[config.mk]
export PLATFORM = sky130hd
export DESIGN_NAME = conv_encoder
export DESIGN_NICKNAME = d
export VERILOG_FILES = /design/src/rtl/conv_pkg.sv /design/src/rtl/conv_enc_core.sv /design/src/rtl/conv_encoder.sv
export SDC_FILE = /design/constraint.sdc
export NUM_CORES = 1
export LEC_CHECK = 0
export ABC_CLOCK_PERIOD_IN_PS = 2200
export CAP_MARGIN = 20
export CORE_AREA = 10 10 58 60
export CTS_BUF_LIST = sky130_fd_sc_hd__clkbuf_8
export DETAILED_ROUTE_END_ITERATION = 6
export DIE_AREA = 0 0 68 70
export SLEW_MARGIN = 15
export SYNTH_ARGS = -nofsm -noshare
export SYNTH_HDL_FRONTEND = slang
export SYNTH_SLANG_ARGS = --single-unit
[constraint.sdc]
create_clock -name clk -period 2.2 [get_ports clk]
set_clock_uncertainty 0.05 [all_clocks]
set_input_delay 0.44 -clock clk [delete_from_list [all_inputs] [get_ports clk]]
set_output_delay 0.44 -clock clk [all_outputs]
set_load 0.02 [all_outputs]
[src/rtl/conv_pkg.sv]
// Shared definitions for the rate-1/2 convolutional encoder and the Viterbi decoder chain.
// Keeping the polynomials here guarantees both sides agree on the code.
package conv_pkg;

  localparam int CONV_K = 3;
  localparam logic [CONV_K-1:0] CONV_G0 = 3'b111;
  localparam logic [CONV_K-1:0] CONV_G1 = 3'b101;

  typedef enum logic [1:0] {
    IDLE   = 2'd0,
    ENCODE = 2'd1,
    FLUSH  = 2'd2,
    DRAIN  = 2'd3
  } enc_state_t;

  typedef logic [1:0] sym_t;

endpackage

[src/rtl/conv_enc_core.sv]
// Combinational parity of a K-bit shift register against the two generator polynomials.
// Bit K-1 of sr is the newest input; also usable as the decoder's expected-symbol generator.
module conv_enc_core
  import conv_pkg::*;
#(
  parameter int K = CONV_K,
  parameter logic [K-1:0] G0 = CONV_G0,
  parameter logic [K-1:0] G1 = CONV_G1
) (
  input  logic [K-1:0] sr,
  output logic [1:0]   sym
);

  assign sym = {^(sr & G0), ^(sr & G1)};

endmodule

[src/rtl/conv_encoder.sv]
// Framed rate-1/2 convolutional encoder with valid/ready on both sides and K-1 zero tail bits.
// state  | meaning
// IDLE   | waiting for i_start
// ENCODE | accepting FRAME_LEN information bits
// FLUSH  | shifting in K-1 zero tail bits
// DRAIN  | holding the final tail symbol until it is consumed
module conv_encoder
  import conv_pkg::*;
#(
  parameter int K = CONV_K,
  parameter logic [K-1:0] G0 = CONV_G0,
  parameter logic [K-1:0] G1 = CONV_G1,
  parameter int FRAME_LEN = 16,
  parameter int CNT_W = $clog2(FRAME_LEN + K)
) (
  input  logic       clk,
  input  logic       rst,
  input  logic       en,
  input  logic       i_start,
  input  logic       i_bit,
  input  logic       i_valid,
  output logic       o_ready,
  output logic [1:0] o_sym,
  output logic       o_valid,
  input  logic       i_ready,
  output logic       o_last,
  output logic       o_busy
);

  localparam logic [CNT_W-1:0] DATA_LAST = CNT_W'(FRAME_LEN - 1);
  localparam logic [CNT_W-1:0] TAIL_LAST = CNT_W'(K - 2);

  enc_state_t       state;
  logic [K-1:0]     sr;
  logic [K-1:0]     sr_next;
  logic [CNT_W-1:0] cnt;
  logic             slot_free;
  logic             accept;
  logic             xfer;
  logic             shift_in;
  sym_t             sym_next;

  assign slot_free = !o_valid || i_ready;
  assign o_ready   = en && (state == ENCODE) && slot_free;
  assign accept    = i_valid && o_ready;
  assign xfer      = en && o_valid && i_ready;

  // Tail bits are zeros so the decoder's traceback ends in state 0.
  assign shift_in = (state == ENCODE) ? i_bit : 1'b0;
  assign sr_next  = {shift_in, sr[K-1:1]};

  conv_enc_core #(
    .K  (K),
    .G0 (G0),
    .G1 (G1)
  ) u_core (
    .sr  (sr_next),
    .sym (sym_next)
  );

  always_ff @(posedge clk) begin
    if (!rst) begin
      state   <= IDLE;
      sr      <= '0;
      cnt     <= '0;
      o_sym   <= '0;
      o_valid <= 1'b0;
      o_last  <= 1'b0;
      o_busy  <= 1'b0;
    end else if (en) begin
      // A consumed symbol retires unless a new one is loaded below in the same cycle.
      if (xfer) begin
        o_valid <= 1'b0;
        o_last  <= 1'b0;
      end
      case (state)
        IDLE: begin
          if (i_start) begin
            sr     <= '0;
            cnt    <= '0;
            o_busy <= 1'b1;
            state  <= ENCODE;
          end
        end
        ENCODE: begin
          if (accept) begin
            sr      <= sr_next;
            o_sym   <= sym_next;
            o_valid <= 1'b1;
            if (cnt == DATA_LAST) begin
              cnt   <= '0;
              state <= FLUSH;
            end else begin
              cnt <= cnt + CNT_W'(1);
            end
          end
        end
        FLUSH: begin
          if (slot_free) begin
            sr      <= sr_next;
            o_sym   <= sym_next;
            o_valid <= 1'b1;
            if (cnt == TAIL_LAST) begin
              cnt    <= '0;
              o_last <= 1'b1;
              state  <= DRAIN;
            end else begin
              cnt <= cnt + CNT_W'(1);
            end
          end
        end
        DRAIN: begin
          if (xfer) begin
            o_busy <= 1'b0;
            state  <= IDLE;
          end
        end
        default: state <= IDLE;
      endcase
    end
  end

endmodule

# After elaboration in Yosys (flattened, before gate mapping)
# Index checks and enable logic that the tools add are counted.
[classes]
eq_ne = 11
n_reduce_logical = 17
n_mux = 32
n_addsub = 1
[op_table]
columns = ["operator", "count"]
rows = [
  ["$mux W5", 5],
  ["$mux W2", 8],
  ["$pmux W5 S3", 1],
  ["$mux W1", 10],
  ["$ne A2 B2 Y1 const B", 5],
  ["$mux W3", 3],
  ["$pmux W3 S3", 1],
  ["$pmux W2 S4", 1],
  ["$reduce_and A4 Y1", 2],
  ["$reduce_and A7 Y1", 1],
  ["$reduce_xor A3 Y1", 2],
  ["$add A5 B1 Y5 const B", 1],
  ["$eq A5 B1 Y1 const B", 1],
  ["$eq A5 B4 Y1 const B", 1],
  ["$logic_and A1 B1 Y1", 5],
  ["$reduce_and A5 Y1", 1],
  ["$eq A2 B2 Y1 const B", 2],
  ["$pmux W1 S2", 2],
  ["$pmux W2 S2", 1],
  ["$reduce_bool A2 Y1", 2],
  ["$reduce_bool A3 Y1", 1],
  ["$eq A2 B1 Y1 const B", 1],
  ["$logic_not A2 Y1", 1],
  ["$ne A2 B1 Y1 const B", 1],
  ["other kinds (2)", 2],
]
[word_totals]
inputBits = 7
register_bits = 15
wordCells = 68
output_inout_bits = 6

# Depth between registers and ports, before layout
[depth]
ltp_word = 6
mapped_depth = 8
mapped_depth_nobuf = 8

# Hierarchy
# From an unflattened synthesis, not the netlist that was laid out.
[hier_totals]
cells_unflattened = 100
hier_area_um2 = 904.6
[by_module_without_submodules]
columns = ["module", "area_each_um2", "seq_area_each_um2", "instances", "cells_each"]
rows = [
  ["conv_encoder", 872.1, 280.3, 1, 98],
  ["conv_enc_core", 32.5, 0.0, 1, 2],
]

# Worst setup path before layout
# No wires, ideal clock.
[synth_timing]
path_kind = "register to register"
start = "reg cnt[0]"
end = "reg cnt[1]"
path_slack_ns = 0.391
path_buffers = 0
path_stages_with_launch = 9
period_less_slack_ns = 1.809
arrival_time_ns = 1.689
t_required_ns = 2.080
setup_time_ns = 0.070
cell_sequence = "dfxtp_1 ha_1 nand3_1 inv_1 ha_1 and2b_2 o2bb2ai_1 or3b_1 a21oi_1"
[synth_via]
elab_chain_len = 4
word_cells_on_any_way = 8
classes_between = "add/sub: 1; eq/ne: 2; mux: 5"
[synth_rtl]
columns = ["element", "line", "text"]
rows = [
  ["start, declared", "conv_encoder.sv:36", "logic [CNT_W-1:0] cnt;"],
  ["start signal, assigned", "conv_encoder.sv:94", "cnt <= cnt + CNT_W'(1);"],
  ["start signal, assigned", "conv_encoder.sv:108", "cnt <= cnt + CNT_W'(1);"],
  ["$add A5 B1 Y5, or another cell as far along", "conv_encoder.sv:94, conv_encoder.sv:108", ""],
  ["$mux W5, on equally long branches", "conv_encoder.sv:103, conv_encoder.sv:90", ""],
  ["$mux W5, on equally long branches", "conv_encoder.sv:99, conv_encoder.sv:86", ""],
  ["$pmux W5 S3 (*)", "conv_encoder.sv:76", "case (state)"],
]
# Mark *: on every way between the ends. The rest lies on a longest branch, timed or not. The select of a mux whose other input is x is not followed.
# A chain may end at the register's enable or synchronous reset.

# Final worst setup path
[layout_timing]
start = "in i_ready"
end = "out o_ready"
[layout_via]
elab_chain_len = 2
[layout_rtl]
columns = ["element", "line", "text"]
rows = [
  ["start, declared", "conv_encoder.sv:25", "input logic i_ready,"],
  ["$logic_or A1 B1 Y1", "conv_encoder.sv:43", "assign slot_free = !o_valid || i_ready;"],
  ["$logic_and A1 B1 Y1", "conv_encoder.sv:44", "assign o_ready = en && (state == ENCODE) && slot_free;"],
  ["end, declared", "conv_encoder.sv:22", "output logic o_ready,"],
]
# Every way passes these cells.

==> implementation parameters <==
Parameter                              Value

GRT
  Remaining global-route overflow    0
  Wire length of the first global-routing pass    3560 µm
  Total global-route track usage    9.25%
  Largest net degree at the start of global routing    13
  Number of global-route vias before repair    801
  Initial antenna violation count    0

Detailed routing
  1st-pass router iterations    4
  Vias per cell    5.09
  Routed len/inst    13.3 µm
  Remaining antenna violation count after routing    0
  Count of vias placed by the detailed router    769
  Total Wirelength    2010 µm
  DR DRC count    0
  Starting DRC count in detailed routing    35

CTS
  Clock Sink Count    14
  Worst skew pair latency    0.24 ns
  Total number of H-tree levels    1
  CTS Buffer Depth    2
  Root cell of the clock tree    sky130_fd_sc_hd__clkbuf_8
  Hold-fix buffers, CTS    0
  Clock tree from TritonCTS    done
  Number of CTS-inserted buffers    3
  Clock-pin slew of the registers on the worst-case setup and hold paths    0.06 ns

Layout
  Growth of design area from synthesis to finish    28.4%
  Number of antenna diodes    0
  Share of layout cells above drive strength 1    18.2%
  Net count reported at finish    137
  Fill count    242
  Final Instance Area    1150 µm²

STA
  Number of pins exceeding their max-slew limit in the final report    0
  Unrepaired setup endpoints after global routing    false
  Setup violation total in the final timing report    0
  Max_slew headroom    72.6%
  Final critical-path share of the clock period    97.2%
  Worst Max-Slew Pin Slew    0.410 ns
  Total count of hold-check failures in the final report    0
  Post-layout minimum cycle time    2.14 ns
  Final worst setup slack    0.0619 ns
  Timing-limited maximum frequency    0.468 GHz

Floorplanning
  Height of the die    70 µm
  Ports placed on the boundary    13
  Die area    4760 µm²
  Placeable core region    2340 µm²
  Die span in x    68 µm
  Starting utilization of the core area    38.4%
  Row count    18

Synthesis
  Async set or reset register ratio after synthesis    0%
  Post-synth EDFFs    0
  Dominant cell by count in the synthesized netlist    sky130_fd_sc_hd__dfxtp_1
  Synth top area cells    sky130_fd_sc_hd__dfxtp_1 31%, sky130_fd_sc_hd__ha_1 11%, sky130_fd_sc_hd__nand2_1 4.2%
  Yosys warns    0
  Most frequent cells after synthesis    14 x sky130_fd_sc_hd__dfxtp_1, 10 x sky130_fd_sc_hd__nand2_1, 9 x sky130_fd_sc_hd__inv_1
  Primary FF master, synth    sky130_fd_sc_hd__dfxtp_1
  Synth top area share    31.2%
  Syn Std Cell Area    898 µm²
  Fraction of the yosys area taken by sequential cells    31.2%
  Top cell type by total area after synthesis    sky130_fd_sc_hd__dfxtp_1
  Number of flip-flops and latches in the synthesized netlist    14
  Average instance area after synthesis    8.98 µm²
  Number of cells produced by synthesis    100
  Number of nets produced by synthesis    115
  Count of different cell masters after synthesis    41

Placed design
  Port Buffer Count    12
  Worst-case setup slack after placement    -0.170 ns
  HPWL after detailed placement    1540 µm
  Placed Area    1090 µm²
  Global placement routability congestion    0.787

Worst setup path
  Maximum net fanout on the critical path    2
  Required time at the worst-slack endpoint    1.71 ns
  Setup Crit Path Kind    primary input to output pin
  Critical Path Start Type    primary input
  Endpoint arrival time on the critical path    1.65 ns
  Nature of the critical path endpoint    output pin

Power
  Maximum ir drop on the vdd rail    0.000385 V
  Total power divided by cell area    599 nW/µm²
  Leak Pwr    0.000460 µW

Worst hold path
  Hold WC Path Type    flop to flop

Flow run
  Maxcap violations    0

Run status
  Result of the run    complete, no violations
[worst paths after layout]
check,startpoint,end,slack [ns],depth (start not counted)
min reg2reg,o_sym[1],o_sym[1],0.42,2
min,o_sym[1],o_sym[1],0.42,2
max,i_ready,o_ready,0.06,4
max reg2reg,state[1],sr[2],0.18,6
[worst max-delay path: stages]
cell and delay, ns:
sky130_fd_sc_hd__clkdlybuf4s50_1 0.41, sky130_fd_sc_hd__or2b_2 0.30, sky130_fd_sc_hd__and3_1 0.18, sky130_fd_sc_hd__dlygate4sd2_1 0.32
[where the power goes]
part	internal [µW]	total, µW	leakage [µW]	switching (µW)
Combinational	80.4	170	0.000318	89.7
Clock	158	248	0.0000288	89.8
Sequential	264	273	0.000113	8.95
[cell type report]
cell class	count	area [µm²]	share of cell area, %
clock buffers	4	55.1	4.77
inverters	9	33.8	2.93
multi-input cells	73	561	48.6
flip-flops and latches	14	280	24.3
well taps	30	37.5	3.25
repair buffers	21	186	16.2
[layer usage]
metal	share of wire [%]	GRT usage, %
met1	48	11.0
met2	46	14.3
met3	5.3	3.35
met4	0.85	4.03
met5	0	0
[stage by stage]
step | hold WS (ns) | total power, µW | setup TNS [ns] | util [%] | cells
final | 0.421 | 691 | 0 | 49.3 | 151
after global routing | 0.448 | 730 | 0 | 49.3 | 151
after CTS | 0.424 | 695 | 0 | 48.8 | 151
after detailed placement | 0.416 | 444 | -0.451 | 46.5 | 147
after global placement | 0.406 | 440 | -0.284 | 46.5 | 147
after floorplan | 0.394 | 387 | 0 | - | 100
[cells in the final DEF (no fill, tap or decap), drive strengths merged, types with 2 or more instances in the layout]
master / netlist / routed
ha: 8 / 8
xnor2: 2 / 2
nand3b: 2 / 2
a21oi: 5 / 5
nor3: 2 / 2
inv: 9 / 9
nand2: 10 / 10
clkbuf: 1 / 4
nor4b: 2 / 2
a32oi: 2 / 2
clkdlybuf4s50: 0 / 11
mux2i: 2 / 2
a211oi: 3 / 3
nand3: 6 / 6
dfxtp: 14 / 14
and3: 2 / 2
o31ai: 2 / 2
mux2: 2 / 2
buf: 2 / 9
or2b: 2 / 2
nor2: 3 / 3
[logic make-up after synthesis]
kind of cell | Yosys count | synth area share (%)
multiplexers | 4 | 4.74
AO/OA/AOI/OAI | 22 | 18.5
adder cells (fa/ha/maj) | 8 | 11.1
flip-flops | 14 | 31.2
XOR/XNOR | 2 | 1.95
AND/OR/NAND/NOR | 37 | 24.8
buffers and inverters | 13 | 7.66
[timing repair]
action / in CTS / in global routing
setup buffers: 0 / 0
resized for setup: 1 / 1
endpoints found under the setup margin: 1 / 1
pin swaps: 0 / 0
hold endpoints to repair: 0 / 0
[flip-flops by register name, summed over array words and instances, names as in the netlist]
register and cells:
o_sym 2, o_valid 1, cnt 5, o_last 1, o_busy 1, state 2
sr 2
Power figures use the tool's default switching activity.
